### src/rtl/mac_sched_pkg.sv
// mac_sched_pkg: shared widths, FSM encoding and operand-pair type for the MAC scheduler.
// No logic; latency and backpressure are not applicable.
package mac_sched_pkg;
  localparam int RES_W = 16;
  localparam int OP_W  = 8;

  typedef enum logic [1:0] {
    IDLE  = 2'd0,
    CLEAR = 2'd1,
    RUN   = 2'd2,
    DONE  = 2'd3
  } state_t;

  typedef struct packed {
    logic [OP_W-1:0] a;
    logic [OP_W-1:0] b;
  } pair_t;

  function automatic logic [1:0] onehot2(input logic id);
    return id ? 2'b10 : 2'b01;
  endfunction
endpackage

### src/rtl/mac_sched_if.sv
// mac_sched_if: requester, MAC and result signals of the scheduler; master = environment, slave = scheduler.
// Pure wiring: no latency; rdy/vld carries the operand backpressure.
interface mac_sched_if #(parameter int LEN_W = 4);
  import mac_sched_pkg::*;

  logic [1:0]       req;
  logic [LEN_W-1:0] len0;
  logic [LEN_W-1:0] len1;
  logic [OP_W-1:0]  a0;
  logic [OP_W-1:0]  b0;
  logic [OP_W-1:0]  a1;
  logic [OP_W-1:0]  b1;
  logic [1:0]       vld;
  logic [1:0]       rdy;
  logic [1:0]       gnt;
  logic [OP_W-1:0]  mac_ina;
  logic [OP_W-1:0]  mac_inb;
  logic             mac_clr;
  logic [RES_W-1:0] mac_out;
  logic [RES_W-1:0] res;
  logic             res_vld;
  logic             res_id;

  modport master (
    output req, len0, len1, a0, b0, a1, b1, vld, mac_out,
    input  rdy, gnt, mac_ina, mac_inb, mac_clr, res, res_vld, res_id
  );

  modport slave (
    input  req, len0, len1, a0, b0, a1, b1, vld, mac_out,
    output rdy, gnt, mac_ina, mac_inb, mac_clr, res, res_vld, res_id
  );
endinterface

### src/rtl/mac_sched_rr_arb2.sv
// rr_arb2: two-way round-robin arbiter; combinational one-hot grant from req and a priority pointer.
// Zero latency; pointer moves only on adv, so a held grant is never disturbed.
module rr_arb2
  import mac_sched_pkg::*;
(
  input  logic       clk,
  input  logic       clr,
  input  logic [1:0] req,
  input  logic       adv,
  input  logic       adv_id,
  output logic [1:0] gnt
);
  // ptr_q names the requester that currently has priority
  logic ptr_q;
  logic ptr_d;

  always_comb begin
    ptr_d = ptr_q;
    if (adv) ptr_d = ~adv_id;
  end

  always_ff @(posedge clk) begin
    if (clr) ptr_q <= 1'b0;
    else     ptr_q <= ptr_d;
  end

  always_comb begin
    gnt = 2'b00;
    if (req[ptr_q])       gnt = onehot2(ptr_q);
    else if (req[~ptr_q]) gnt = onehot2(~ptr_q);
  end
endmodule

### src/rtl/mac_sched.sv
// mac_sched: round-robin scheduler streaming one requester's operand pairs into a shared MAC.
// Result N+2 cycles after grant with no stalls; vld-low stalls RUN indefinitely, other requester waits on req.
module mac_sched
  import mac_sched_pkg::*;
#(
  parameter int LEN_W = 4
) (
  input  logic        clk,
  input  logic        clr,
  mac_sched_if.slave  bus
);
  state_t           state_q, state_d;
  logic [LEN_W-1:0] cnt_q, cnt_d;
  logic             id_q, id_d;
  logic [RES_W-1:0] res_q, res_d;
  logic             res_id_q, res_id_d;
  logic [1:0]       arb_gnt;
  logic             adv;
  logic             beat;
  pair_t            sel;

  rr_arb2 u_arb (
    .clk    (clk),
    .clr    (clr),
    .req    (bus.req),
    .adv    (adv),
    .adv_id (id_q),
    .gnt    (arb_gnt)
  );

  always_comb begin
    sel = id_q ? {bus.a1, bus.b1} : {bus.a0, bus.b0};
  end

  always_comb begin
    state_d     = state_q;
    cnt_d       = cnt_q;
    id_d        = id_q;
    res_d       = res_q;
    res_id_d    = res_id_q;
    adv         = 1'b0;
    beat        = 1'b0;
    bus.rdy     = 2'b00;
    bus.gnt     = 2'b00;
    bus.mac_clr = 1'b0;
    bus.mac_ina = '0;
    bus.mac_inb = '0;
    bus.res_vld = 1'b0;
    bus.res     = res_q;
    bus.res_id  = res_id_q;
    case (state_q)
      IDLE: begin
        if (|arb_gnt) begin
          id_d    = arb_gnt[1];
          cnt_d   = arb_gnt[1] ? bus.len1 : bus.len0;
          state_d = CLEAR;
        end
      end
      CLEAR: begin
        bus.gnt     = onehot2(id_q);
        bus.mac_clr = 1'b1;
        state_d     = (cnt_q == '0) ? DONE : RUN;
      end
      RUN: begin
        bus.gnt = onehot2(id_q);
        bus.rdy = onehot2(id_q);
        beat    = bus.vld[id_q];
        // Operands stay zero between beats so the free-running MAC holds its sum
        if (beat) begin
          bus.mac_ina = sel.a;
          bus.mac_inb = sel.b;
          cnt_d       = cnt_q - 1'b1;
          if (cnt_q == LEN_W'(1)) state_d = DONE;
        end
      end
      DONE: begin
        bus.gnt     = onehot2(id_q);
        bus.res_vld = 1'b1;
        bus.res     = bus.mac_out;
        bus.res_id  = id_q;
        res_d       = bus.mac_out;
        res_id_d    = id_q;
        adv         = 1'b1;
        state_d     = IDLE;
      end
      default: state_d = IDLE;
    endcase
  end

  always_ff @(posedge clk) begin
    if (clr) begin
      state_q  <= IDLE;
      cnt_q    <= '0;
      id_q     <= 1'b0;
      res_q    <= '0;
      res_id_q <= 1'b0;
    end else begin
      state_q  <= state_d;
      cnt_q    <= cnt_d;
      id_q     <= id_d;
      res_q    <= res_d;
      res_id_q <= res_id_d;
    end
  end
endmodule

### src/flat_wrapper.sv
// flat-port wrapper written by rule: the top's interface ports become plain ports
module mac_sched_flat import mac_sched_pkg::*;
#(
  parameter int LEN_W = 4
)
  (clk, clr, bus_req, bus_len0, bus_len1, bus_a0, bus_b0, bus_a1, bus_b1, bus_vld, bus_mac_out, bus_rdy, bus_gnt, bus_mac_ina, bus_mac_inb, bus_mac_clr, bus_res, bus_res_vld, bus_res_id);
  mac_sched_if #(.LEN_W(LEN_W)) bus_i ();
  input  logic clk;
  input  logic clr;
  input wire logic [$bits(bus_i.req)-1:0] bus_req;
  input wire logic [$bits(bus_i.len0)-1:0] bus_len0;
  input wire logic [$bits(bus_i.len1)-1:0] bus_len1;
  input wire logic [$bits(bus_i.a0)-1:0] bus_a0;
  input wire logic [$bits(bus_i.b0)-1:0] bus_b0;
  input wire logic [$bits(bus_i.a1)-1:0] bus_a1;
  input wire logic [$bits(bus_i.b1)-1:0] bus_b1;
  input wire logic [$bits(bus_i.vld)-1:0] bus_vld;
  input wire logic [$bits(bus_i.mac_out)-1:0] bus_mac_out;
  output wire logic [$bits(bus_i.rdy)-1:0] bus_rdy;
  output wire logic [$bits(bus_i.gnt)-1:0] bus_gnt;
  output wire logic [$bits(bus_i.mac_ina)-1:0] bus_mac_ina;
  output wire logic [$bits(bus_i.mac_inb)-1:0] bus_mac_inb;
  output wire logic [$bits(bus_i.mac_clr)-1:0] bus_mac_clr;
  output wire logic [$bits(bus_i.res)-1:0] bus_res;
  output wire logic [$bits(bus_i.res_vld)-1:0] bus_res_vld;
  output wire logic [$bits(bus_i.res_id)-1:0] bus_res_id;
  assign bus_i.req = bus_req;
  assign bus_i.len0 = bus_len0;
  assign bus_i.len1 = bus_len1;
  assign bus_i.a0 = bus_a0;
  assign bus_i.b0 = bus_b0;
  assign bus_i.a1 = bus_a1;
  assign bus_i.b1 = bus_b1;
  assign bus_i.vld = bus_vld;
  assign bus_i.mac_out = bus_mac_out;
  assign bus_rdy = bus_i.rdy;
  assign bus_gnt = bus_i.gnt;
  assign bus_mac_ina = bus_i.mac_ina;
  assign bus_mac_inb = bus_i.mac_inb;
  assign bus_mac_clr = bus_i.mac_clr;
  assign bus_res = bus_i.res;
  assign bus_res_vld = bus_i.res_vld;
  assign bus_res_id = bus_i.res_id;
  mac_sched #(.LEN_W(LEN_W)) u_core (.clk(clk), .clr(clr), .bus(bus_i));
endmodule
### config.mk
export PLATFORM = sky130hd
export DESIGN_NAME = mac_sched_flat
export DESIGN_NICKNAME = d
export VERILOG_FILES = /design/src/rtl/mac_sched_pkg.sv /design/src/rtl/mac_sched_if.sv /design/src/rtl/mac_sched_rr_arb2.sv /design/src/rtl/mac_sched.sv /design/src/flat_wrapper.sv
export SDC_FILE = /design/constraint.sdc
export NUM_CORES = 1
export LEC_CHECK = 0
export ABC_CLOCK_PERIOD_IN_PS = 4900
export BUFFER_PORTS_ARGS = -buffer_cell sky130_fd_sc_hd__buf_2
export CORE_AREA = 5 5 54 80
export DETAILED_ROUTE_END_ITERATION = 6
export DIE_AREA = 0 0 59 85
export PLACE_DENSITY = 0.82
export SETUP_SLACK_MARGIN = 0.4
export SLEW_MARGIN = 20
export SYNTH_ARGS = -nofsm -noshare
export SYNTH_HDL_FRONTEND = slang
export SYNTH_SLANG_ARGS = --single-unit
### constraint.sdc
create_clock -name clk -period 4.9 [get_ports clk]
set_input_delay 0.49 -clock clk [delete_from_list [all_inputs] [get_ports clk]]
set_output_delay 0.49 -clock clk [all_outputs]
set_load 0.02 [all_outputs]
==> metrics.md, run 1 <==
| Metric | Value |
|---|---|
| Status | `finished, final reports clean` |
| Cell Pwr Density | `422 nW/µm²` |
| Layout cell share with drive strength beyond 1 | `0.475` |
| HP Class | `reg2reg` |
| Worst VDD drop | `0.318 mV` |
| Syn Area/Cell | `9.14 µm²` |
| Setup crit start kind | `flip-flop` |
| Initial antenna violation count | `0` |
| Worst-path clk slew | `0.09 ns` |
| DP HPWL | `3.26 mm` |
| Element type at the critical path end | `output port` |
| Cts repair resizes | `0` |
| Setup WS post-layout | `2.44 ns` |
| Area leader, netlist | `dfxtp_1` |
| Final WL | `4.06 mm` |
| Worst-Margin Slew | `0.790 ns` |
| Diode count | `0` |
| GPL Wtd Cong | `0.839` |
| Synthesized Nets | `236` |
| Initial Util | `0.426` |
| Gr ovfl total | `0` |
| Area growth, synth to finish | `36.8%` |
| Vias in the first global route | `1575` |
| Drc violations | `0` |
| Core area | `3580 µm²` |
| Global-route wire length before repair | `6.63 mm` |
| Synth area leaders | `dfxtp_1 33%, mux2_2 13%, mux2i_1 13%, nor2b_1 7.8%, ha_1 5.7%` |
| Top FF cell, synth | `dfxtp_1` |
| Clock skew | `0.00446 ns` |
| Cells after DPL | `300` |
| CTS buffer count | `3` |
| # setup viols final | `0` |
| Crit path launch | `u_core.state_q[0]` |
| CP required | `4.41 ns` |
| Setup_tns | `0 ns` |
| Yosys warns | `0` |
| Multi-input logic area | `961 µm²` |
| Top post-synthesis cells by count | `25 x dfxtp_1, 22 x nor2_1, 20 x mux2i_1, 19 x nor2b_1, 18 x mux2_2` |
| Final nets | `331` |
| Max Cap Viol | `0` |
| Fmax | `407 MHz` |
| Clk sinks | `25` |
| Post-synth EDFFs | `0` |
| Final cell count without fillers | `304` |
| Crit Reg-Reg Startpoint | `u_core.state_q[0]` |
| Max-slew violation count | `0` |
| Max clock buf depth | `2` |
| Hold Fails Final Rpt | `0` |
| Min-delay src | `u_core.u_arb.ptr_q` |
| FF/Latch Area | `500 µm²` |
| Synth unique cells | `33` |
| Hold_buf cts | `0` |
| Clock Root Buffer | `clkbuf_8` |
| Critical path type | `reg2out` |
| Worst-Skew Late Latency | `0.27 ns` |
| Gr usage total | `0.166` |
| IO Port Bufs | `100` |
| Antenna Nets Post-Route | `0` |
| Tot Pwr | `0.881 mW` |
| DRT Pass-1 Iters | `4` |
| DIE WIDTH | `59 µm` |
| # rows | `27` |
| Io pins | `101` |
| Lkg Pwr | `1.07 nW` |
| Post-synthesis cell area | `1530 µm²` |
| Final Critical Period | `2.46 ns` |
| Top-area cell type share of the netlist area | `0.328` |
| Worst-path maximum fanout | `16` |
| Critical path arrival | `1.97 ns` |
| Synth Register Bits | `25` |
| 1st-iter DRT viols | `30` |
| Vias per inst | `5.07` |
| Max-Slew Margin vs Limit | `0.473` |
| Final period util | `0.501` |
| Fillers | `349` |
| CTS tree | `built` |
| Most frequent cell after synthesis | `dfxtp_1` |
| Die height | `85 µm` |
| Cells after Synth | `167` |
| WL/cell | `13.4 µm` |
| RSZ-0062 raised after global routing | `false` |
| Setup WS pre-CTS | `2.72 ns` |
| CTS H-tree lvls | `1` |
| Final hold slack | `0.492 ns` |
| Post-synthesis sequential area ratio | `0.328` |
| Ys async rst share | `0` |
| Die area | `5020 µm²` |
| Postcts setup bufs | `0` |
| Largest net degree at the start of global routing | `29` |
| Overall via count from detail_route | `1541` |
layout make-up:
class / instances / area share
sequential: 25 / 0.240
inverter: 5 / 0.00899
multi-input combinational: 126 / 0.460
clock buffer: 3 / 0.0198
timing repair buffer: 101 / 0.243
clock inverter: 1 / 0.00240
tap: 43 / 0.0258
critical path: stages, from the launching register on:
cell	delay (ns)
dfxtp_1	0.34
inv_1	0.12
ha_1	0.43
nand2_1	0.42
nor2_1	0.20
buf_2	0.18
per-layer routing:
metal,GRT usage,part of all wire,up-vias
li1,-,-,774
met1,0.156,0.35,693
met2,0.299,0.50,69
met3,0.0776,0.13,5
met4,0.0680,0.014,0
met5,0,0,-
sequential cells by signal, indices dropped and copies added (netlist names):
signal,flops
u_core.res_q,16
u_core.cnt_q,4
u_core.state_q,2
u_core.id_q,1
u_core.res_id_q,1
u_core.u_arb.ptr_q,1
placed cells by master, fill, tap and decap left out:
| master | count |
|---|---|
| a21o_1 | 2 |
| a221oi_1 | 2 |
| clkinv_2 | 1 |
| nor3b_1 | 1 |
| o21ai_0 | 2 |
| a21oi_1 | 4 |
| or3b_1 | 1 |
| a311oi_1 | 2 |
| mux2_2 | 18 |
| o22ai_1 | 1 |
| and2_1 | 1 |
| inv_1 | 5 |
| or4_1 | 2 |
| a31o_2 | 1 |
| a21boi_0 | 1 |
| nor2b_1 | 19 |
| a32oi_1 | 1 |
| o221ai_1 | 1 |
| ha_1 | 7 |
| nand2b_1 | 4 |
| o211ai_1 | 1 |
| dfxtp_1 | 25 |
| nand3_1 | 2 |
| buf_4 | 1 |
| nor2_1 | 22 |
| o32ai_1 | 1 |
| clkbuf_8 | 3 |
| o211a_1 | 1 |
| a211oi_1 | 3 |
| and4_1 | 1 |
| mux2i_1 | 20 |
| nand2_1 | 5 |
| buf_2 | 100 |
kinds of logic after synthesis:
kind of cell | Yosys count | share of synthesized area
adders and majority gates | 7 | 0.0574
buffers and inverters | 16 | 0.0426
AOI/OAI and AO/OA | 23 | 0.111
muxes | 38 | 0.264
and+or+nand+nor | 58 | 0.198
DFF | 25 | 0.328
worst paths after layout:
check	to	cells after the start	slack (ns)
setup / recovery	bus_mac_inb[0]	5	2.44
hold reg to reg	u_core.u_arb.ptr_q	2	0.49
setup reg to reg	u_core.cnt_q[2]	6	2.86
hold / removal	u_core.u_arb.ptr_q	2	0.49
through the flow:
stage,instance area [µm²],util
2_1_floorplan,1530,-
3_3_place_gp,2040,0.570
3_5_place_dp,2040,0.570
4_1_cts,2090,0.583
5_1_grt,2090,0.583
6_report,2090,0.583
power breakdown:
part	internal [mW]	switching, mW	leakage (nW)
Combinational	0.205	0.286	0.843
Clock	0.0569	0.0639	0.0255
Sequential	0.243	0.0260	0.203
(Power assumes the default switching activity.)
==> inputs of run 2 (changes only) <==
- ABC_CLOCK_PERIOD_IN_PS: 4900 -> 2400
- CORE_AREA: 5 5 54 80 -> 5 5 56 82
- DIE_AREA: 0 0 59 85 -> 0 0 61 87
- PLACE_DENSITY: 0.82 -> 0.78
- clock period: 4.9 -> 2.4 ns (I/O delays scaled with it)
==> run 2 against run 1 <==
Wire length rose by 5.2%. Non-clock buffer count grew 1. Clock power is 100% higher. Die area increased by 5.8%. Largest cell class unchanged.
==> metrics.md, run 2 (synthesis results as in run 1) <==
| Metric | Value |
|---|---|
| Status | `finished, final reports clean` |
| Final Critical Period | `1.90 ns` |
| Worst-path clk slew | `0.09 ns (about the same)` |
| Most frequent cells in the layout | `100 x buf_2, 25 x dfxtp_1, 22 x nor2_1` |
| 1st-iter DRT viols | `100 (+230%)` |
| Drc violations | `0 (unchanged)` |
| Die height | `87 µm (+2.4%)` |
| Worst-Margin Slew | `0.496 ns (-0.294 ns)` |
| Hold Fails Final Rpt | `0 (unchanged)` |
| Final WL | `4.27 mm (+5.2%)` |
| Largest net degree at the start of global routing | `29 (unchanged)` |
| Gr usage total | `0.167 (+0.00119)` |
| Hold_buf cts | `0 (unchanged)` |
| Worst-path maximum fanout | `20 (+4)` |
| Max-Slew Margin vs Limit | `0.669 (+0.196)` |
| Critical path arrival | `1.66 ns (-0.31 ns)` |
| R2r setup slk | `0.53 ns (-2.33 ns)` |
| Setup_tns | `0 ns (unchanged)` |
| Initial Util | `0.396 (-0.0302)` |
| Vias per inst | `5.05 (-0.40%)` |
| Clock Root Buffer | `clkbuf_8` |
| DRT Pass-1 Iters | `4 (unchanged)` |
| Max Cap Viol | `0 (unchanged)` |
| Max-slew violation count | `0 (unchanged)` |
| Overall via count from detail_route | `1550 (+0.58%)` |
| Diode count | `0 (unchanged)` |
| Fmax | `527 MHz` |
| # setup viols final | `0 (unchanged)` |
| Final hold slack | `0.289 ns (-0.204 ns)` |
| Element type at the critical path end | `output port` |
| Lkg Pwr | `1.08 nW (+0.77%)` |
| Post-route cell area | `2110 µm² (+1.0%)` |
| Worst VDD drop | `0.440 mV (+38%)` |
| Tot Pwr | `1.84 mW (+110%)` |
| Setup crit start kind | `flip-flop` |
| Critical Path, Cell by Cell | `ha_1, buf_4, mux2_2, buf_2` |
| Worst-Skew Late Latency | `0.26 ns (about the same)` |
| Io pins | `101 (unchanged)` |
| WL/cell | `13.9 µm (+4.2%)` |
| Most flops, register | `u_core.res_q` |
| Critical path type | `reg2out` |
| Die area | `5310 µm² (+5.8%)` |
| Gr ovfl total | `0 (unchanged)` |
| Commonest non-fill, non-tap cell in the layout | `buf_2` |
| Vias in the first global route | `1581 (+0.38%)` |
| Max clock buf depth | `2 (unchanged)` |
| Layout cell share with drive strength beyond 1 | `0.485 (+0.00964)` |
| Antenna Nets Post-Route | `0 (unchanged)` |
| Final period util | `0.790` |
| Max FFs per register | `16 (unchanged)` |
| IO Port Bufs | `100 (unchanged)` |
| Clk sinks | `25 (unchanged)` |
| GPL Wtd Cong | `0.863 (+2.9%)` |
| Crit-path slowest cell | `dfxtp_1` |
| Initial antenna violation count | `0 (unchanged)` |
| RSZ-0062 raised after global routing | `false` |
| Placed inst area | `2050 µm² (+0.49%)` |
| DP HPWL | `3.45 mm (+5.8%)` |
| Setup WS post-layout | `0.504 ns (-1.94 ns)` |
| WP buf/inv | `2 (unchanged)` |
| Cell family with most CP delay | `flip-flops` |
| Final nets | `332 (+0.30%)` |
| HP Class | `in2reg` |
| # rows | `28 (+3.7%)` |
| Max incr delay on CP | `0.42 ns (about the same)` |
| Clock skew | `0.00321 ns (-0.00125 ns)` |
| CTS tree | `built` |
| Cell Pwr Density | `874 nW/µm² (+110%)` |
| Setup WS pre-CTS | `0.472 ns (-2.25 ns)` |
| CTS H-tree lvls | `1 (unchanged)` |
| DIE WIDTH | `61 µm (+3.4%)` |
| CTS buffer count | `3 (unchanged)` |
| Core area | `3850 µm² (+7.6%)` |
| CP required | `2.16 ns (-2.25 ns)` |
| Top flop regs | `u_core.res_q: 16 flops, u_core.cnt_q: 4 flops, u_core.state_q: 2 flops` |
| Global-route wire length before repair | `6.91 mm (+4.2%)` |
| Area growth, synth to finish | `38.2%` |
==> run 2: cell types whose count changed in the layout (fill, tap and decap cells not counted), sizes merged <==
cell    change
clkbuf      +1
clkinv      -1
buf         +1
==> run 2: where the power goes <==
part           switching (mW)  internal [mW]  leakage (nW)
sequential             0.0615          0.497         0.203
combinational           0.603          0.434         0.854
clock                   0.129          0.119        0.0228
total                   0.794           1.05          1.08
==> run 2: through the flow <==
| step | std cells | util |
|---|---|---|
| floorplan | 167 | - |
| detailed placement | 303 | 0.532 |
| global route | 307 | 0.547 |
| finish | 307 | 0.547 |
| CTS | 307 | 0.545 |
| global placement | 303 | 0.532 |
==> run 2: final timing paths <==
path | start | to | cells past startpoint
worst min-delay path | bus_len1[3] | u_core.cnt_q[3] | 3
worst max-delay path | u_core.state_q[1] | bus_res[4] | 4
worst max register to register | u_core.state_q[1] | u_core.cnt_q[2] | 6
worst min register to register | u_core.u_arb.ptr_q | u_core.u_arb.ptr_q | 2
==> run 2: worst register-to-register path: cells and delay by family, from the launching register on <==
kind | cells | cell delay (ns)
adder cells (fa/ha/maj) | 1 | 0.29
buffers and inverters | 1 | 0.12
AO/OA/AOI/OAI | 2 | 0.28
AND/OR/NAND/NOR | 2 | 0.67
flip-flops | 1 | 0.36
==> run 2: layer usage <==
metal	vias to the layer above	track usage	wire length (µm)
met5	-	0	0
met2	53	0.318	2350
met3	6	0.0326	315
met1	717	0.182	1560
li1	774	-	-
met4	0	0.0375	46
==> run 2: final cells by class <==
type	instances	area [µm²]
clock buffers	4	45.0
inverters	5	18.8
flip-flops and latches	25	500
repair buffers	102	515
multi-input cells	126	973
fillers	379	1740
well taps	45	56.3
==> run 2: what timing repair did <==
action,CTS,global route
setup buffers,0,0
setup endpoints to repair,16,19
resized for setup,2,2
==> inputs of run 3 (changes only) <==
- ABC_CLOCK_PERIOD_IN_PS: 2400 -> 1950
- clock period: 2.4 -> 1.95 ns (I/O delays scaled with it)
==> run 3 against run 2 <==
Critical endpoint is now bus_res[8]. Sequential cell count stayed put. Cell count grew 4.6%. Register-to-register slack got worse by 0.22 ns. Setup slack got worse by 0.21 ns. Clock power grew 25%. Largest cell class unchanged. Clock skew rose by 0.00064 ns. First-iteration DRC count fell by 56%. Non-clock buffer count rose by 14. Final area is 28% higher.
==> metrics.md, run 3 (synthesis results as in run 1) <==
| Metric | Value |
|---|---|
| Final WL | `5.03 mm (+18%)` |
| Finished Core Util | `0.698 (+0.151)` |
| Element type at the critical path end | `output port` |
| Reg2reg end | `u_core.cnt_q[3]` |
| Register-to-Register Path Depth | `4 (-2)` |
| Io pins | `101 (unchanged)` |
| Cells after DPL | `305 (+0.66%)` |
| Clk sinks | `25 (unchanged)` |
| Die area | `5310 µm² (unchanged)` |
| Clock skew | `0.00385 ns (+0.000639 ns)` |
| HP Class | `in2reg` |
| Worst-path clk slew | `0.09 ns (about the same)` |
| Critical path type | `reg2out` |
| Worst-Skew Late Latency | `0.27 ns (about the same)` |
| Most frequent cells in the layout | `76 x buf_2, 22 x dfxtp_1, 21 x buf_6` |
| Critical path arrival | `1.46 ns (-0.20 ns)` |
| Min-delay src | `bus_len1[1]` |
| Final nets | `346 (+4.2%)` |
| Fmax | `602 MHz` |
| CTS tree | `built` |
| Placed inst area | `2170 µm² (+6.0%)` |
| Overall via count from detail_route | `1644 (+6.1%)` |
| Core area | `3850 µm² (unchanged)` |
| GPL Wtd Cong | `0.759 (-12%)` |
| Die height | `87 µm (unchanged)` |
| Hold Fails Final Rpt | `0 (unchanged)` |
| Clock Root Buffer | `clkbuf_8` |
| CP required | `1.75 ns (-0.41 ns)` |
| CTS H-tree lvls | `1 (unchanged)` |
| # rows | `28 (unchanged)` |
| Worst VDD drop | `0.664 mV (+51%)` |
| Status | `finished, final reports clean` |
| Worst-Margin Slew | `0.516 ns (+0.0197 ns)` |
| Max-Slew Margin vs Limit | `0.656 (-0.0131)` |
| Top flop regs | `u_core.res_q: 16 flops, u_core.cnt_q: 4 flops, u_core.state_q: 2 flops` |
| Layout cell share with drive strength beyond 1 | `0.674 (+0.189)` |
| R2r setup slk | `0.31 ns (-0.22 ns)` |
| Crit Reg-Reg Startpoint | `u_core.id_q` |
| Fillers | `330 (-13%)` |
| Drc violations | `0 (unchanged)` |
| DIE WIDTH | `61 µm (unchanged)` |
| Area growth, synth to finish | `76.2%` |
| Max Cap Viol | `0 (unchanged)` |
| DP HPWL | `3.41 mm (-1.1%)` |
| Initial antenna violation count | `0 (unchanged)` |
| Max-slew violation count | `0 (unchanged)` |
| Worst-path maximum fanout | `9 (-55%)` |
| Lkg Pwr | `1.24 nW (+15%)` |
| Largest net degree at the start of global routing | `29 (unchanged)` |
| Setup_tns | `0 ns (unchanged)` |
| IO Port Bufs | `100 (unchanged)` |
| Vias per inst | `5.12 (+1.4%)` |
| Post-route cell area | `2690 µm² (+28%)` |
| RSZ-0062 raised after global routing | `true` |
| Initial Util | `0.396 (unchanged)` |
| Diode count | `0 (unchanged)` |
| Final cell count without fillers | `321 (+4.6%)` |
| # setup viols final | `0 (unchanged)` |
| Final Critical Period | `1.66 ns` |
| Worst hold endpoint | `u_core.cnt_q[1]` |
| Gr ovfl total | `0 (unchanged)` |
| Gr usage total | `0.184 (+0.0172)` |
| Max clock buf depth | `2 (unchanged)` |
| Global-route wire length before repair | `7.49 mm (+8.5%)` |
| Antenna Nets Post-Route | `0 (unchanged)` |
| DRT Pass-1 Iters | `4 (unchanged)` |
| Setup crit start kind | `flip-flop` |
| Vias in the first global route | `1726 (+9.2%)` |
| WL/cell | `15.7 µm (+13%)` |
| Hold Path Depth | `3 (unchanged)` |
| Final period util | `0.851` |
| CTS buffer count | `3 (unchanged)` |
| Commonest non-fill, non-tap cell in the layout | `buf_2` |
| 1st-iter DRT viols | `44 (-56%)` |
| Most flops, register | `u_core.res_q` |
| Cell Pwr Density | `1080 nW/µm² (+24%)` |
| Max FFs per register | `16 (unchanged)` |
| Hold_buf cts | `0 (unchanged)` |
==> run 3: stage by stage <==
stage | hold slack [ns] | power [mW] | setup WS [ns]
global route | 0.271 | 3.11 | 0.225
global placement | 0.475 | 2.05 | 0.342
floorplan | 0.360 | 1.71 | 0.390
CTS | 0.207 | 2.66 | 0.292
finish | 0.209 | 2.92 | 0.290
detailed placement | 0.482 | 2.08 | 0.310
==> run 3: report_power, final <==
| part | internal, mW | total [mW] | switching [mW] |
|---|---|---|---|
| sequential | 0.626 | 0.722 | 0.0960 |
| combinational | 0.913 | 1.88 | 0.971 |
| clock | 0.146 | 0.309 | 0.163 |
==> run 3: layout make-up <==
type,count,area [µm²],area share
Clock buffer,4,45.0,0.0167
Inverter,5,23.8,0.00884
Multi-Input combinational cell,126,1230,0.459
Sequential cell,25,512,0.190
Tap cell,45,56.3,0.0209
Timing Repair Buffer,116,820,0.305
==> run 3: worst max path at each step <==
| stage | from | slack [ns] | cells past startpoint | to |
|---|---|---|---|---|
| finish | u_core.state_q[0] | 0.29 | 4 | bus_res[8] |
| global route | u_core.state_q[0] | 0.22 | 4 | bus_res[7] |
| CTS | u_core.state_q[1] | 0.29 | 4 | bus_res[14] |
| detailed placement | u_core.state_q[0] | 0.31 | 6 | u_core.cnt_q[2] |
| global placement | u_core.state_q[0] | 0.34 | 6 | u_core.cnt_q[2] |
| floorplan | u_core.id_q | 0.39 | 5 | u_core.cnt_q[3] |
==> run 3: layer usage <==
metal,share of wire,up-vias,track usage
li1,-,801,-
met5,0,-,0
met1,0.35,758,0.179
met2,0.53,74,0.337
met3,0.099,11,0.0623
met4,0.024,0,0.0828
==> run 3: worst max-delay path, stage by stage (launching register included) <==
cell and delay (ns):
dfxtp_4 0.39, ha_4 0.16, buf_8 0.14, mux2_2 0.34, buf_2 0.16
==> run 3: what timing repair did <==
item / 4_1_cts / 5_1_grt
gates resized for setup: 65 / 40
pin swaps: 15 / 6
cloned: 1 / 0
endpoints found under the setup margin: 43 / 43
buffers inserted: 8 / 3
